$ cat src/rtl/id_exe_reg_if.sv
// ID->EXE bundle: decoded fields from ID in, registered EXE operands/controls out.
// Latency: none (wiring only); the register itself lives in id_exe_reg.
// Backpressure: i_freeze holds the register, i_flush squashes it to a bubble.
// Ports (signals):
//   i_freeze, i_flush, i_valid        stage control from hazard unit / branch logic
//   i_pc, i_exe_cmd, i_wb_en, i_mem_r_en, i_mem_w_en, i_is_imm, i_imm_signed, i_imm,
//   i_reg1, i_reg2, i_src1, i_src2, i_dest                 decoded ID fields
//   o_pc, o_exe_cmd, o_wb_en, o_mem_r_en, o_mem_w_en, o_valid, o_val1, o_val2,
//   o_st_val, o_src1, o_src2, o_dest, o_bubble_cnt         registered EXE fields
// Modports: slave = the pipeline register, master = the driver/observer (ID side).
interface id_exe_reg_if #(
  parameter int WIDTH     = 32,
  parameter int CNT_WIDTH = 16
);
  logic                 i_freeze;
  logic                 i_flush;
  logic                 i_valid;
  logic [WIDTH-1:0]     i_pc;
  logic [3:0]           i_exe_cmd;
  logic                 i_wb_en;
  logic                 i_mem_r_en;
  logic                 i_mem_w_en;
  logic                 i_is_imm;
  logic                 i_imm_signed;
  logic [15:0]          i_imm;
  logic [WIDTH-1:0]     i_reg1;
  logic [WIDTH-1:0]     i_reg2;
  logic [4:0]           i_src1;
  logic [4:0]           i_src2;
  logic [4:0]           i_dest;

  logic [WIDTH-1:0]     o_pc;
  logic [3:0]           o_exe_cmd;
  logic                 o_wb_en;
  logic                 o_mem_r_en;
  logic                 o_mem_w_en;
  logic                 o_valid;
  logic [WIDTH-1:0]     o_val1;
  logic [WIDTH-1:0]     o_val2;
  logic [WIDTH-1:0]     o_st_val;
  logic [4:0]           o_src1;
  logic [4:0]           o_src2;
  logic [4:0]           o_dest;
  logic [CNT_WIDTH-1:0] o_bubble_cnt;

  modport slave (
    input  i_freeze, i_flush, i_valid, i_pc, i_exe_cmd, i_wb_en, i_mem_r_en,
           i_mem_w_en, i_is_imm, i_imm_signed, i_imm, i_reg1, i_reg2,
           i_src1, i_src2, i_dest,
    output o_pc, o_exe_cmd, o_wb_en, o_mem_r_en, o_mem_w_en, o_valid,
           o_val1, o_val2, o_st_val, o_src1, o_src2, o_dest, o_bubble_cnt
  );

  modport master (
    output i_freeze, i_flush, i_valid, i_pc, i_exe_cmd, i_wb_en, i_mem_r_en,
           i_mem_w_en, i_is_imm, i_imm_signed, i_imm, i_reg1, i_reg2,
           i_src1, i_src2, i_dest,
    input  o_pc, o_exe_cmd, o_wb_en, o_mem_r_en, o_mem_w_en, o_valid,
           o_val1, o_val2, o_st_val, o_src1, o_src2, o_dest, o_bubble_cnt
  );
endinterface

$ cat src/rtl/id_exe_reg.sv
// ID/EXE pipeline register with operand-2 select, stall, squash and a bubble counter.
// Latency: 1 cycle ID inputs -> EXE outputs; every output comes straight from a flop.
// Backpressure: freeze holds all state; flush (dominates freeze) loads a bubble.
// Ports:
//   i_clk   core clock, rising edge
//   i_rst   asynchronous active-high reset, clears every register
//   bus     id_exe_reg_if.slave: ID fields in, registered EXE fields and bubble count out
module id_exe_reg #(
  parameter int WIDTH     = 32,
  parameter int CNT_WIDTH = 16
) (
  input  logic          i_clk,
  input  logic          i_rst,
  id_exe_reg_if.slave   bus
);

  typedef struct packed {
    logic [WIDTH-1:0] pc;
    logic [3:0]       exe_cmd;
    logic             wb_en;
    logic             mem_r_en;
    logic             mem_w_en;
    logic             valid;
    logic [WIDTH-1:0] val1;
    logic [WIDTH-1:0] val2;
    logic [WIDTH-1:0] st_val;
    logic [4:0]       src1;
    logic [4:0]       src2;
    logic [4:0]       dest;
  } exe_t;

  exe_t                 r_exe;
  exe_t                 w_exe_nxt;
  logic [CNT_WIDTH-1:0] r_bubble_cnt;

  logic                 w_load;
  logic                 w_bubble;
  logic [WIDTH-1:0]     w_imm_ext;

  // Flush overrides a stall, so the register updates whenever either is true.
  assign w_load   = bus.i_flush | ~bus.i_freeze;
  assign w_bubble = bus.i_flush | ~bus.i_valid;

  assign w_imm_ext = bus.i_imm_signed ? {{(WIDTH-16){bus.i_imm[15]}}, bus.i_imm}
                                      : {{(WIDTH-16){1'b0}}, bus.i_imm};

  // A bubble is all-zero: no write-back/memory enable and index 0, which the
  // forwarding/hazard logic never matches.
  always_comb begin
    w_exe_nxt = '0;
    if (!w_bubble) begin
      w_exe_nxt.pc       = bus.i_pc;
      w_exe_nxt.exe_cmd  = bus.i_exe_cmd;
      w_exe_nxt.wb_en    = bus.i_wb_en;
      w_exe_nxt.mem_r_en = bus.i_mem_r_en;
      w_exe_nxt.mem_w_en = bus.i_mem_w_en;
      w_exe_nxt.valid    = 1'b1;
      w_exe_nxt.val1     = bus.i_reg1;
      w_exe_nxt.val2     = bus.i_is_imm ? w_imm_ext : bus.i_reg2;
      w_exe_nxt.st_val   = bus.i_reg2;
      w_exe_nxt.src1     = bus.i_src1;
      w_exe_nxt.src2     = bus.i_src2;
      w_exe_nxt.dest     = bus.i_dest;
    end
  end

  always_ff @(posedge i_clk or posedge i_rst) begin
    if (i_rst) begin
      r_exe <= '0;
    end else if (w_load) begin
      r_exe <= w_exe_nxt;
    end
  end

  // Saturating: a long squash/stall storm must not wrap back to a small count.
  always_ff @(posedge i_clk or posedge i_rst) begin
    if (i_rst) begin
      r_bubble_cnt <= '0;
    end else if (w_load && w_bubble && (r_bubble_cnt != {CNT_WIDTH{1'b1}})) begin
      r_bubble_cnt <= r_bubble_cnt + CNT_WIDTH'(1);
    end
  end

  assign bus.o_pc         = r_exe.pc;
  assign bus.o_exe_cmd    = r_exe.exe_cmd;
  assign bus.o_wb_en      = r_exe.wb_en;
  assign bus.o_mem_r_en   = r_exe.mem_r_en;
  assign bus.o_mem_w_en   = r_exe.mem_w_en;
  assign bus.o_valid      = r_exe.valid;
  assign bus.o_val1       = r_exe.val1;
  assign bus.o_val2       = r_exe.val2;
  assign bus.o_st_val     = r_exe.st_val;
  assign bus.o_src1       = r_exe.src1;
  assign bus.o_src2       = r_exe.src2;
  assign bus.o_dest       = r_exe.dest;
  assign bus.o_bubble_cnt = r_bubble_cnt;

endmodule

$ cat src/flat_wrapper.sv
// flat-port wrapper written by rule: the top's interface ports become plain ports
module id_exe_reg_flat 
#(
  parameter int WIDTH     = 32,
  parameter int CNT_WIDTH = 16
)
  (i_clk, i_rst, bus_i_freeze, bus_i_flush, bus_i_valid, bus_i_pc, bus_i_exe_cmd, bus_i_wb_en, bus_i_mem_r_en, bus_i_mem_w_en, bus_i_is_imm, bus_i_imm_signed, bus_i_imm, bus_i_reg1, bus_i_reg2, bus_i_src1, bus_i_src2, bus_i_dest, bus_o_pc, bus_o_exe_cmd, bus_o_wb_en, bus_o_mem_r_en, bus_o_mem_w_en, bus_o_valid, bus_o_val1, bus_o_val2, bus_o_st_val, bus_o_src1, bus_o_src2, bus_o_dest, bus_o_bubble_cnt);
  id_exe_reg_if #(.WIDTH(WIDTH), .CNT_WIDTH(CNT_WIDTH)) bus_i ();
  input  logic i_clk;
  input  logic i_rst;
  input wire logic [$bits(bus_i.i_freeze)-1:0] bus_i_freeze;
  input wire logic [$bits(bus_i.i_flush)-1:0] bus_i_flush;
  input wire logic [$bits(bus_i.i_valid)-1:0] bus_i_valid;
  input wire logic [$bits(bus_i.i_pc)-1:0] bus_i_pc;
  input wire logic [$bits(bus_i.i_exe_cmd)-1:0] bus_i_exe_cmd;
  input wire logic [$bits(bus_i.i_wb_en)-1:0] bus_i_wb_en;
  input wire logic [$bits(bus_i.i_mem_r_en)-1:0] bus_i_mem_r_en;
  input wire logic [$bits(bus_i.i_mem_w_en)-1:0] bus_i_mem_w_en;
  input wire logic [$bits(bus_i.i_is_imm)-1:0] bus_i_is_imm;
  input wire logic [$bits(bus_i.i_imm_signed)-1:0] bus_i_imm_signed;
  input wire logic [$bits(bus_i.i_imm)-1:0] bus_i_imm;
  input wire logic [$bits(bus_i.i_reg1)-1:0] bus_i_reg1;
  input wire logic [$bits(bus_i.i_reg2)-1:0] bus_i_reg2;
  input wire logic [$bits(bus_i.i_src1)-1:0] bus_i_src1;
  input wire logic [$bits(bus_i.i_src2)-1:0] bus_i_src2;
  input wire logic [$bits(bus_i.i_dest)-1:0] bus_i_dest;
  output wire logic [$bits(bus_i.o_pc)-1:0] bus_o_pc;
  output wire logic [$bits(bus_i.o_exe_cmd)-1:0] bus_o_exe_cmd;
  output wire logic [$bits(bus_i.o_wb_en)-1:0] bus_o_wb_en;
  output wire logic [$bits(bus_i.o_mem_r_en)-1:0] bus_o_mem_r_en;
  output wire logic [$bits(bus_i.o_mem_w_en)-1:0] bus_o_mem_w_en;
  output wire logic [$bits(bus_i.o_valid)-1:0] bus_o_valid;
  output wire logic [$bits(bus_i.o_val1)-1:0] bus_o_val1;
  output wire logic [$bits(bus_i.o_val2)-1:0] bus_o_val2;
  output wire logic [$bits(bus_i.o_st_val)-1:0] bus_o_st_val;
  output wire logic [$bits(bus_i.o_src1)-1:0] bus_o_src1;
  output wire logic [$bits(bus_i.o_src2)-1:0] bus_o_src2;
  output wire logic [$bits(bus_i.o_dest)-1:0] bus_o_dest;
  output wire logic [$bits(bus_i.o_bubble_cnt)-1:0] bus_o_bubble_cnt;
  assign bus_i.i_freeze = bus_i_freeze;
  assign bus_i.i_flush = bus_i_flush;
  assign bus_i.i_valid = bus_i_valid;
  assign bus_i.i_pc = bus_i_pc;
  assign bus_i.i_exe_cmd = bus_i_exe_cmd;
  assign bus_i.i_wb_en = bus_i_wb_en;
  assign bus_i.i_mem_r_en = bus_i_mem_r_en;
  assign bus_i.i_mem_w_en = bus_i_mem_w_en;
  assign bus_i.i_is_imm = bus_i_is_imm;
  assign bus_i.i_imm_signed = bus_i_imm_signed;
  assign bus_i.i_imm = bus_i_imm;
  assign bus_i.i_reg1 = bus_i_reg1;
  assign bus_i.i_reg2 = bus_i_reg2;
  assign bus_i.i_src1 = bus_i_src1;
  assign bus_i.i_src2 = bus_i_src2;
  assign bus_i.i_dest = bus_i_dest;
  assign bus_o_pc = bus_i.o_pc;
  assign bus_o_exe_cmd = bus_i.o_exe_cmd;
  assign bus_o_wb_en = bus_i.o_wb_en;
  assign bus_o_mem_r_en = bus_i.o_mem_r_en;
  assign bus_o_mem_w_en = bus_i.o_mem_w_en;
  assign bus_o_valid = bus_i.o_valid;
  assign bus_o_val1 = bus_i.o_val1;
  assign bus_o_val2 = bus_i.o_val2;
  assign bus_o_st_val = bus_i.o_st_val;
  assign bus_o_src1 = bus_i.o_src1;
  assign bus_o_src2 = bus_i.o_src2;
  assign bus_o_dest = bus_i.o_dest;
  assign bus_o_bubble_cnt = bus_i.o_bubble_cnt;
  id_exe_reg #(.WIDTH(WIDTH), .CNT_WIDTH(CNT_WIDTH)) u_core (.i_clk(i_clk), .i_rst(i_rst), .bus(bus_i));
endmodule
$ cat config.mk
export PLATFORM = sky130hd
export DESIGN_NAME = id_exe_reg_flat
export DESIGN_NICKNAME = d
export VERILOG_FILES = /design/src/rtl/id_exe_reg_if.sv /design/src/rtl/id_exe_reg.sv /design/src/flat_wrapper.sv
export SDC_FILE = /design/constraint.sdc
export NUM_CORES = 1
export LEC_CHECK = 0
export BUFFER_PORTS_ARGS = -buffer_cell sky130_fd_sc_hd__buf_2
export CORE_MARGIN = 1
export CORE_UTILIZATION = 30
export DETAILED_ROUTE_END_ITERATION = 8
export PLACE_DENSITY = 0.62
export SLEW_MARGIN = 10
export SYNTH_ARGS = -nofsm -noshare
export SYNTH_HDL_FRONTEND = slang
export SYNTH_SLANG_ARGS = --single-unit
$ cat constraint.sdc
create_clock -name i_clk -period 5.95 [get_ports i_clk]
set_input_delay 0.595 -clock i_clk [delete_from_list [all_inputs] [get_ports i_clk]]
set_output_delay 0.595 -clock i_clk [all_outputs]
set_load 0.01 [all_outputs]
==> metrics.csv, run 1 <==
stage,metric,value,unit
yosys,synth_top_area_share,65.8,%
global_routing,grt_pass1_vias,5097,
drt,drt_wl_total,17.4,mm
floorplan,initial_core_util,31.0,%
global_routing,grt_pass1_wl,27.2,mm
timing,hold_viol,0,
global_routing,antenna_found_initial,1,
timing,finalCriticalPeriod,2.02,ns
timing,timing.final.crit_share,33.9,%
global_routing,grt_overflow,0,
global_routing,met3_usage,4.54,%
critical_path,slowest_stage,buf_4,
drt,via_per_inst,4.77,
floorplan,die_area,21800,µm²
timing,tns,0,ns
yosys,ys_types,36,
global_routing,grt_max_degree,110,
drt,antenna_left,0,
critical_path,critPathKind,in -> reg,
global_routing,grt-busiest-layer,met2,
yosys,synthCells,485,
yosys,ys_top_cells_by_area,"dfrtp_1 66%, a22o_1 16%, o21ai_0 2.8%, nand2_1 2.6%, mux2i_1 2.5%",
timing,setup_violations,0,
clock_tree,post_cts_resized,0,
yosys,syn_nets,627,
timing,timing.hold.ws,0.377,ns
yosys,yosysWarnings,0,
critical_path,worstPathMaxFanout,81,
clock_tree,cts_buffers,17,
final_layout,final_util,42.4,%
placed_design,io_buffer_count,307,
timing,timing.slew.headroom,33.5,%
run_status,status,completed,
drt,drc,0,
pwr,ir_drop,0.233,mV
yosys,avgSynthCellArea,13.1,µm²
drt,routedWlPerCell,16.4,µm
critical_path,path_cells,buf_2 -> nor2_1 -> and2_4 -> buf_4 -> a22o_1,
clock_tree,clk_latency,0.42,ns
timing,drv_slew,0,
yosys,syn_area,6350,µm²
final_layout,nNetsFinal,921,
critical_path,cp-start-kind,primary input,
pwr,leakage,4.76,nW
floorplan,fp.dieH,148,µm
clock_tree,clock_path_buffers,2,
placed_design,dpl-instance-area,8120,µm²
clock_tree,cts_hold_buf,0,
clock_tree,root_buffer,clkbuf_16,
worst_hold_path,hp-class,in -> async,
global_routing,use_met1,21.0,%
final_layout,area_delta_synth_final,36.7,%
floorplan,fp.coreArea,20500,µm²
yosys,synth-seq-area-share,65.8,%
clock_tree,clk_pin_slew_worst_paths,0.07,ns
clock_tree,cts_tree,built,
timing,grt_setup_unrepaired,false,
clock_tree,postCtsSetupRepairBufs,0,
placed_design,routabilityCongestion,0.748,
drt,drt-initial-drc-count,169,
clock_tree,htreeDepth,4,
job,cap_violations,0,
final_layout,fin_area,8680,µm²
yosys,synth_area_leader_cell,dfrtp_1,
yosys,synth-seq-cells,167,
critical_path,crit_arrival,2.37,ns
clock_tree,clkSinkCount,167,
global_routing,grt.total_usage,16.0,%
pwr,powerDensity,306,nW/µm²
placed_design,dp_hpwl,11.8,mm
floorplan,boundaryPins,308,
global_routing,use_met2,25.0,%
critical_path,cpPeakStageDelay,0.75,ns
critical_path,critPathRequiredTime,6.30,ns
critical_path,end_kind,flip-flop,
drt,first_pass_iters,4,
timing,worst_pin_slew,0.997,ns
drt,vias,5067,
floorplan,rows,52,
timing,max_freq,496,MHz
floorplan,die_x,148,µm
timing,fin_skew,0.00705,ns
final_layout,drive_above_1_share,45.0,%
==> stage by stage <==
stage               power, mW  std cells  worst slack (ns)
global route             2.78       1061              3.80
detailed placement       1.61       1030              3.48
floorplan                1.45        485             0.837
global placement         1.61       1030              3.49
CTS                      2.69       1061              3.93
finish                   2.65       1062              3.93
==> where the power goes <==
part	leakage, nW	switching [mW]	internal, mW
sequential	2.26	0.0663	1.20
combinational	2.25	0.180	0.140
clock	0.255	0.475	0.591
==> cell families after synthesis <==
group / after synthesis / share of synthesized area, %
AO/OA/AOI/OAI: 164 / 20.4
buffers and inverters: 38 / 2.54
adder cells (fa/ha/maj): 1 / 0.197
multiplexers: 19 / 3.05
XOR/XNOR: 9 / 1.24
flip-flops: 167 / 65.8
AND/OR/NAND/NOR: 87 / 6.85
==> state kept, by name, summed over array words and instances, names as in the netlist <==
register and cells:
u_core.bus.o_mem_w_en 1, u_core.bus.o_dest 5, u_core.bus.o_mem_r_en 1, u_core.bus.o_val2 32
u_core.bus.o_src1 5, u_core.bus.o_val1 32, u_core.bus.o_src2 5, u_core.bus.o_bubble_cnt 16
u_core.bus.o_pc 32, u_core.bus.o_valid 1, u_core.bus.o_exe_cmd 4, u_core.bus.o_st_val 32
u_core.bus.o_wb_en 1
==> worst paths after layout <==
check / slack [ns] / end / from / depth (start not counted)
worst min-delay path: 0.38 / u_core.bus.o_val1[15]$_DFFE_PP0P_ / i_rst / 2
worst max register to register: 4.13 / u_core.bus.o_bubble_cnt[14]$_DFFE_PP0P_ / u_core.bus.o_bubble_cnt[0]$_DFFE_PP0P_ / 5
worst min register to register: 0.48 / u_core.bus.o_val2[0]$_DFFE_PP0P_ / u_core.bus.o_val2[0]$_DFFE_PP0P_ / 2
min in group i_clk: 0.39 / u_core.bus.o_exe_cmd[0]$_DFFE_PP0P_ / bus_i_exe_cmd[0] / 2
max in group asynchronous: 4.17 / u_core.bus.o_st_val[15]$_DFFE_PP0P_ / i_rst / 3
worst max-delay path: 3.93 / u_core.bus.o_val1[8]$_DFFE_PP0P_ / bus_i_flush / 5
==> critical path, delay by kind of cell <==
kind | cells | cell delay (ns)
AOI/OAI and AO/OA | 1 | 0.24
buffers and inverters | 2 | 0.88
and+or+nand+nor | 2 | 0.59
==> final cells by class <==
class	count	area (µm²)
antenna	1	2.50
inverter	2	12.5
timing repair buffer	311	1570
multi-input combinational	280	2020
sequential	167	4180
fill	2004	11800
clock buffer	19	443
clock inverter	12	119
tap	270	338
==> placed cells by master, fill, tap and decap left out, types with 3 or more instances in the layout <==
cell type / n
nor2_1: 19
o21ai_0: 35
xor2_1: 5
dfrtp_1: 167
a22o_1: 118
clkbuf_16: 17
nand3_1: 5
inv_6: 5
mux2i_1: 16
mux2_2: 3
nand2_1: 44
buf_4: 4
xnor2_1: 4
buf_2: 307
nand4_1: 4
clkinvlp_4: 6
==> cell usage after synthesis, drive strengths merged <==
cell and number:
a21oi 2, a22o 118, a31oi 2, a41oi 1, and2 1, and3 2
and4 2, buf 20, clkbuf 16, dfrtp 167, ha 1, inv 2
mux2 3, mux2i 16, nand2 44, nand3 5, nand4 5, nor2 20
nor2b 1, nor3 3, nor4 2, nor4b 1, o211a 1, o211ai 1
o21ai 35, o21ba 2, o21bai 1, o31a 1, or3 1, xnor2 4
xor2 5
==> layer usage <==
| layer | wire length [µm] | share of wire (%) |
|---|---|---|
| met3 | 1140 | 6.6 |
| met4 | 296 | 1.7 |
| met1 | 7710 | 44 |
| met5 | 0 | 0 |
| met2 | 8240 | 47 |
(Power assumes the default switching activity.)
==> run 2, diff against run 1 <==
- PLACE_DENSITY: 0.62 -> 0.64
- clock period: 5.95 -> 1.7 ns (I/O delays scaled with it)
==> run 2 against run 1 <==
Net effect:
- hold slack got worse by 0.36 ns
- total power rose to 3.8 times the previous value
- sequential power rose to 3.5 times the previous value
- combinational power grew to 4.7 times the previous value
- largest cell class unchanged
- largest power group unchanged
==> metrics.csv, run 2 (synthesis results as in run 1) <==
stage,metric,value,unit
critical_path,slowest_stage,dfrtp_1,
clock_tree,clk_latency,0.42,ns
worst_hold_path,min-delay-start,bus_i_reg2[0],
final_layout,drive_above_1_share,40.0,%
critical_path,cp-start-kind,flip-flop,
floorplan,initial_core_util,31.0,%
clock_tree,htreeDepth,4,
clock_tree,clkSinkCount,167,
worst_hold_path,min_path_cells,2,
global_routing,grt_pass1_vias,5825,
placed_design,dp_hpwl,12.3,mm
timing,setup_violations,0,
drt,antenna_left,0,
final_layout,fillers,1854,
timing,max_freq,627,MHz
drt,via_per_inst,4.69,
pwr,ir_drop,0.587,mV
global_routing,grt_overflow,0,
drt,vias,5566,
drt,drt-initial-drc-count,171,
floorplan,fp.dieH,148,µm
drt,drt_wl_total,19.2,mm
clock_tree,clock_path_buffers,2,
timing,finalCriticalPeriod,1.59,ns
pwr,leakage,5.36,nW
critical_path,end_kind,flip-flop,
critical_path,reg2regPathDepth,5,
global_routing,antenna_found_initial,2,
critical_path,r2r_slack,0.11,ns
floorplan,die_x,148,µm
final_layout,mostFrequentLayoutCells,"307 x buf_2, 166 x dfrtp_1, 118 x a22o_1, 115 x dlygate4sd3_1, 44 x nand2_1",
critical_path,r2r-start,u_core.bus.o_bubble_cnt[5]$_DFFE_PP0P_,
floorplan,boundaryPins,308,
placed_design,io_buffer_count,307,
pwr,finalPower,10.1,mW
global_routing,grt_max_degree,101,
final_layout,fin_area,10100,µm²
placed_design,dpl-instance-area,8260,µm²
clock_tree,cts_tree,built,
floorplan,rows,52,
job,cap_violations,0,
run_status,status,completed,
critical_path,cpPeakStageDelay,0.48,ns
drt,drc,0,
placed_design,routabilityCongestion,0.795,
timing,timing.final.crit_share,93.8,%
timing,hold_viol,0,
floorplan,die_area,21800,µm²
floorplan,fp.coreArea,20500,µm²
critical_path,critPathRequiredTime,2.00,ns
global_routing,grt.total_usage,17.8,%
drt,routedWlPerCell,16.2,µm
timing,fin_skew,0.00787,ns
clock_tree,clk_pin_slew_worst_paths,0.06,ns
critical_path,crit_arrival,1.89,ns
worst_hold_path,holdPathEnd,u_core.bus.o_st_val[0]$_DFFE_PP0P_,
final_layout,nNetsFinal,1045,
clock_tree,cts_buffers,17,
pwr,powerDensity,1000,nW/µm²
critical_path,r2r_end,u_core.bus.o_bubble_cnt[1]$_DFFE_PP0P_,
timing,timing.slew.headroom,63.2,%
final_layout,final_util,49.1,%
worst_hold_path,hp-class,in -> reg,
timing,drv_slew,0,
critical_path,critPathKind,reg -> reg,
critical_path,worstPathMaxFanout,5,
timing,worst_pin_slew,0.551,ns
final_layout,final_common_cell,buf_2,
clock_tree,root_buffer,clkbuf_16,
global_routing,grt_pass1_wl,30.5,mm
final_layout,area_delta_synth_final,58.3,%
drt,first_pass_iters,4,
critical_path,path_cells,nand4_4 -> buf_4 -> nor4_4 -> nor2_2 -> mux2_2,
-- run 2: changes by cell type in the layout (fill, tap and decap cells not counted), moves of 2 or more --
cell           before  now
clkinvlp_4          6    2
buf_4               4    7
inv_6               5    1
clkinv_2            0    2
clkinv_4            1    3
dlygate4sd3_1       0  115
bufinv_16           1    5
buf_12              0    6
-- run 2: where the power goes --
| part | switching [mW] | internal, mW | total, mW | leakage (nW) |
|---|---|---|---|---|
| Combinational | 0.756 | 0.744 | 1.50 | 2.79 |
| Clock | 1.57 | 2.60 | 4.17 | 0.306 |
| Sequential | 0.206 | 4.21 | 4.41 | 2.26 |
| Total | 2.54 | 7.55 | 10.1 | 5.36 |
-- run 2: what timing repair did --
item                                    CTS  global route
buffers inserted                          0             0
hold endpoints to repair                281             0
endpoints found under the setup margin    0             4
hold buffers                            115             0
gates resized for setup                   0             3
-- run 2: metrics by stage --
step / TNS, ns / setup WS [ns] / hold slack, ns / std cells
finish: 0 / 0.106 / 0.0137 / 1186
global route: -0.00621 / -0.00502 / 0.00112 / 1184
CTS: 0 / 0.0404 / 0.00203 / 1184
detailed placement: 0 / 0.0525 / 0.370 / 1039
global placement: 0 / 0.0729 / 0.354 / 1039
floorplan: -99.66 / -0.597 / 0.303 / 485
-- run 2: area by class of cell --
| cell class | instances | area (µm²) | area share [%] |
|---|---|---|---|
| diodes | 2 | 5.00 | 0.0497 |
| clock buffers | 18 | 429 | 4.27 |
| clock inverters | 12 | 203 | 2.01 |
| inverters | 2 | 11.3 | 0.112 |
| multi-input cells | 280 | 2040 | 20.2 |
| flip-flops and latches | 167 | 4180 | 41.5 |
| well taps | 270 | 338 | 3.36 |
| repair buffers | 435 | 2860 | 28.4 |
-- run 2: worst max-delay path by stage --
stage	start	slack (ns)	depth (start not counted)	endpoint
3_5_place_dp	u_core.bus.o_bubble_cnt[0]$_DFFE_PP0P_	0.05	5	u_core.bus.o_bubble_cnt[14]$_DFFE_PP0P_
5_1_grt	u_core.bus.o_bubble_cnt[0]$_DFFE_PP0P_	-0.005	5	u_core.bus.o_bubble_cnt[1]$_DFFE_PP0P_
2_1_floorplan	i_rst	-0.60	1	u_core.bus.o_bubble_cnt[0]$_DFFE_PP0P_
3_3_place_gp	u_core.bus.o_bubble_cnt[0]$_DFFE_PP0P_	0.07	5	u_core.bus.o_bubble_cnt[14]$_DFFE_PP0P_
6_report	u_core.bus.o_bubble_cnt[5]$_DFFE_PP0P_	0.11	5	u_core.bus.o_bubble_cnt[1]$_DFFE_PP0P_
4_1_cts	u_core.bus.o_bubble_cnt[0]$_DFFE_PP0P_	0.04	5	u_core.bus.o_bubble_cnt[14]$_DFFE_PP0P_
-- run 2: critical path: cells and delay by family, from the launching register on --
family | cells | cell delay [ns]
buf+inv | 1 | 0.18
simple gates | 3 | 0.54
mux | 1 | 0.28
flops | 1 | 0.48
-- run 2: metal layers --
| metal | routed length, µm | part of all wire, % | global-route usage (%) | vias up |
|---|---|---|---|---|
| li1 | - | - | - | 2633 |
| met5 | 0 | 0 | 0 | - |
| met3 | 1230 | 6.4 | 4.81 | 32 |
| met1 | 8160 | 43 | 22.1 | 2692 |
| met2 | 9320 | 49 | 29.5 | 209 |
| met4 | 459 | 2.4 | 7.22 | 0 |
==> run 3, diff against run 2 <==
- clock period: 1.7 -> 1.4 ns (I/O delays scaled with it)
==> run 3 against run 2 <==
Net effect:
- the run now ends with setup timing left
- total power rose by 27%
- clock power rose by 26%
- global-route usage rose by 0.81 points
- routed wire length rose by 4.7%
- non-clock buffer count rose by 47
- hold slack improved by 0.0031 ns
- setup slack got worse by 0.19 ns
- utilization rose by 2.8 points
- fmax rose by 7.5%
- largest power group unchanged
- highest routed layer unchanged
==> metrics.csv, run 3 (synthesis results as in run 1) <==
stage,metric,value,unit
run_status,status,"complete, but fails checks",
run_status,failed_checks,setup timing,
global_routing,grt.total_usage,18.7,%
timing,timing.slew.headroom,71.8,%
clock_tree,root_buffer,clkbuf_16,
drt,wl_met2,9.90,mm
placed_design,dp_hpwl,13.4,mm
timing,drv_slew,0,
drt,first_pass_iters,4,
pwr,leakage,5.66,nW
drt,antenna_left,0,
critical_path,critPathRequiredTime,1.71,ns
drt,drc,0,
final_layout,drive_above_1_share,43.0,%
clock_tree,htreeDepth,4,
floorplan,boundaryPins,308,
placed_design,place_inst,1078,
worst_hold_path,holdPathEnd,u_core.bus.o_val2[2]$_DFFE_PP0P_,
critical_path,crit_arrival,1.79,ns
clock_tree,clk_latency,0.42,ns
pwr,powerDensity,1210,nW/µm²
pwr,ir_drop,0.848,mV
timing,worst_pin_slew,0.423,ns
drt,m1WireLength,8.51,mm
clock_tree,clkSinkCount,167,
timing,fin_skew,0.00799,ns
critical_path,critPathKind,reg -> reg,
drt,drt-initial-drc-count,254,
worst_hold_path,min-delay-start,bus_i_imm[2],
critical_path,worstPathMaxFanout,3,
critical_path,r2r-start,u_core.bus.o_bubble_cnt[1]$_DFFE_PP0P_,
clock_tree,clock_path_buffers,2,
timing,worst_slack,-0.0836,ns
drt,vias,5772,
critical_path,reg2regPathDepth,4,
global_routing,grt_overflow,0,
floorplan,initial_core_util,31.0,%
drt,highest_layer,met4,
final_layout,area_delta_synth_final,67.5,%
critical_path,r2r_slack,-0.08,ns
floorplan,rows,52,
timing,timing.final.crit_share,106,%
timing,setup_violations,7,
critical_path,r2r_end,u_core.bus.o_bubble_cnt[15]$_DFFE_PP0P_,
global_routing,grt_max_degree,78,
global_routing,antenna_found_initial,0,
global_routing,grt_pass1_vias,6130,
drt,routedWlPerCell,16.2,µm
drt,dr_wl_met3,1.24,mm
worst_hold_path,hp-class,in -> reg,
job,cap_violations,0,
floorplan,fp.dieH,148,µm
clock_tree,cts_buffers,17,
placed_design,routabilityCongestion,0.819,
critical_path,end_kind,flip-flop,
final_layout,nNetsFinal,1092,
floorplan,die_x,148,µm
timing,finalCriticalPeriod,1.48,ns
timing,timing.hold.ws,0.0168,ns
worst_hold_path,min_path_cells,3,
drt,via_per_inst,4.67,
timing,grt_setup_unrepaired,true,
clock_tree,cts_tree,built,
critical_path,cp-start-kind,flip-flop,
drt,drt_wl_total,20.1,mm
global_routing,grt_pass1_wl,31.8,mm
timing,max_freq,674,MHz
clock_tree,clk_pin_slew_worst_paths,0.07,ns
final_layout,final_common_cell,buf_2,
timing,hold_viol,0,
placed_design,io_buffer_count,307,
floorplan,fp.coreArea,20500,µm²
final_layout,final_cells,1236,
floorplan,die_area,21800,µm²
final_layout,mostFrequentLayoutCells,"303 x buf_2, 167 x dfrtp_1, 119 x dlygate4sd3_1, 118 x a22o_1, 44 x nand2_1",
==> run 3: cell type report <==
type / instances / area, µm²
diodes: 3 / 7.51
clock buffers: 18 / 439
clock inverters: 14 / 219
fillers: 1776 / 9850
inverters: 2 / 11.3
multi-input cells: 280 / 2080
flip-flops and latches: 167 / 4180
well taps: 270 / 338
repair buffers: 482 / 3360
==> run 3: stage by stage <==
stage	setup TNS (ns)	instance area, µm²	utilization, %	power (mW)	worst slack, ns
floorplan	-145.35	6360	-	6.16	-0.867
global placement	-0.137	8670	42.3	7.20	-0.0586
detailed placement	-0.374	8670	42.3	7.23	-0.105
CTS	-0.283	10600	51.7	13.0	-0.0675
global route	-0.991	10600	51.9	13.4	-0.120
finish	-0.239	10600	51.9	12.9	-0.0836
==> run 3: what timing repair did <==
item                                   CTS  global route
resized for setup                        8             8
setup endpoints to repair                9            19
hold buffers                           119             0
endpoints found under the hold margin  235             0
gates cloned                             0             0
setup buffers                            4             1
pin swaps                                1             2
==> run 3: worst max-delay path by stage <==
stage / startpoint / to / slack (ns) / cells after the start
floorplan: i_rst / u_core.bus.o_bubble_cnt[0]$_DFFE_PP0P_ / -0.87 / 1
global placement: u_core.bus.o_bubble_cnt[1]$_DFFE_PP0P_ / u_core.bus.o_bubble_cnt[14]$_DFFE_PP0P_ / -0.06 / 5
detailed placement: u_core.bus.o_bubble_cnt[1]$_DFFE_PP0P_ / u_core.bus.o_bubble_cnt[14]$_DFFE_PP0P_ / -0.10 / 5
CTS: u_core.bus.o_bubble_cnt[6]$_DFFE_PP0P_ / u_core.bus.o_bubble_cnt[15]$_DFFE_PP0P_ / -0.07 / 4
global route: u_core.bus.o_bubble_cnt[1]$_DFFE_PP0P_ / u_core.bus.o_bubble_cnt[14]$_DFFE_PP0P_ / -0.12 / 5
finish: u_core.bus.o_bubble_cnt[1]$_DFFE_PP0P_ / u_core.bus.o_bubble_cnt[15]$_DFFE_PP0P_ / -0.08 / 4
==> run 3: worst max-delay path: stages (launching register included) <==
cell	delay (ns)
dfrtp_1	0.39
nand4_1	0.16
or3_4	0.39
nor3_4	0.13
mux2_4	0.31
==> run 3: where the power goes <==
| group | switching, mW | internal (mW) |
|---|---|---|
| Clock | 2.01 | 3.24 |
| Sequential | 0.191 | 5.11 |
| Combinational | 1.08 | 1.24 |
| Total | 3.28 | 9.58 |
==> run 3: layer usage <==
metal  global-route usage, %  vias to the layer above
li1                        -                     2732
met1                    23.1                     2801
met2                    31.5                      210
met3                    5.00                       29
met4                    6.29                        0
met5                       0                        -
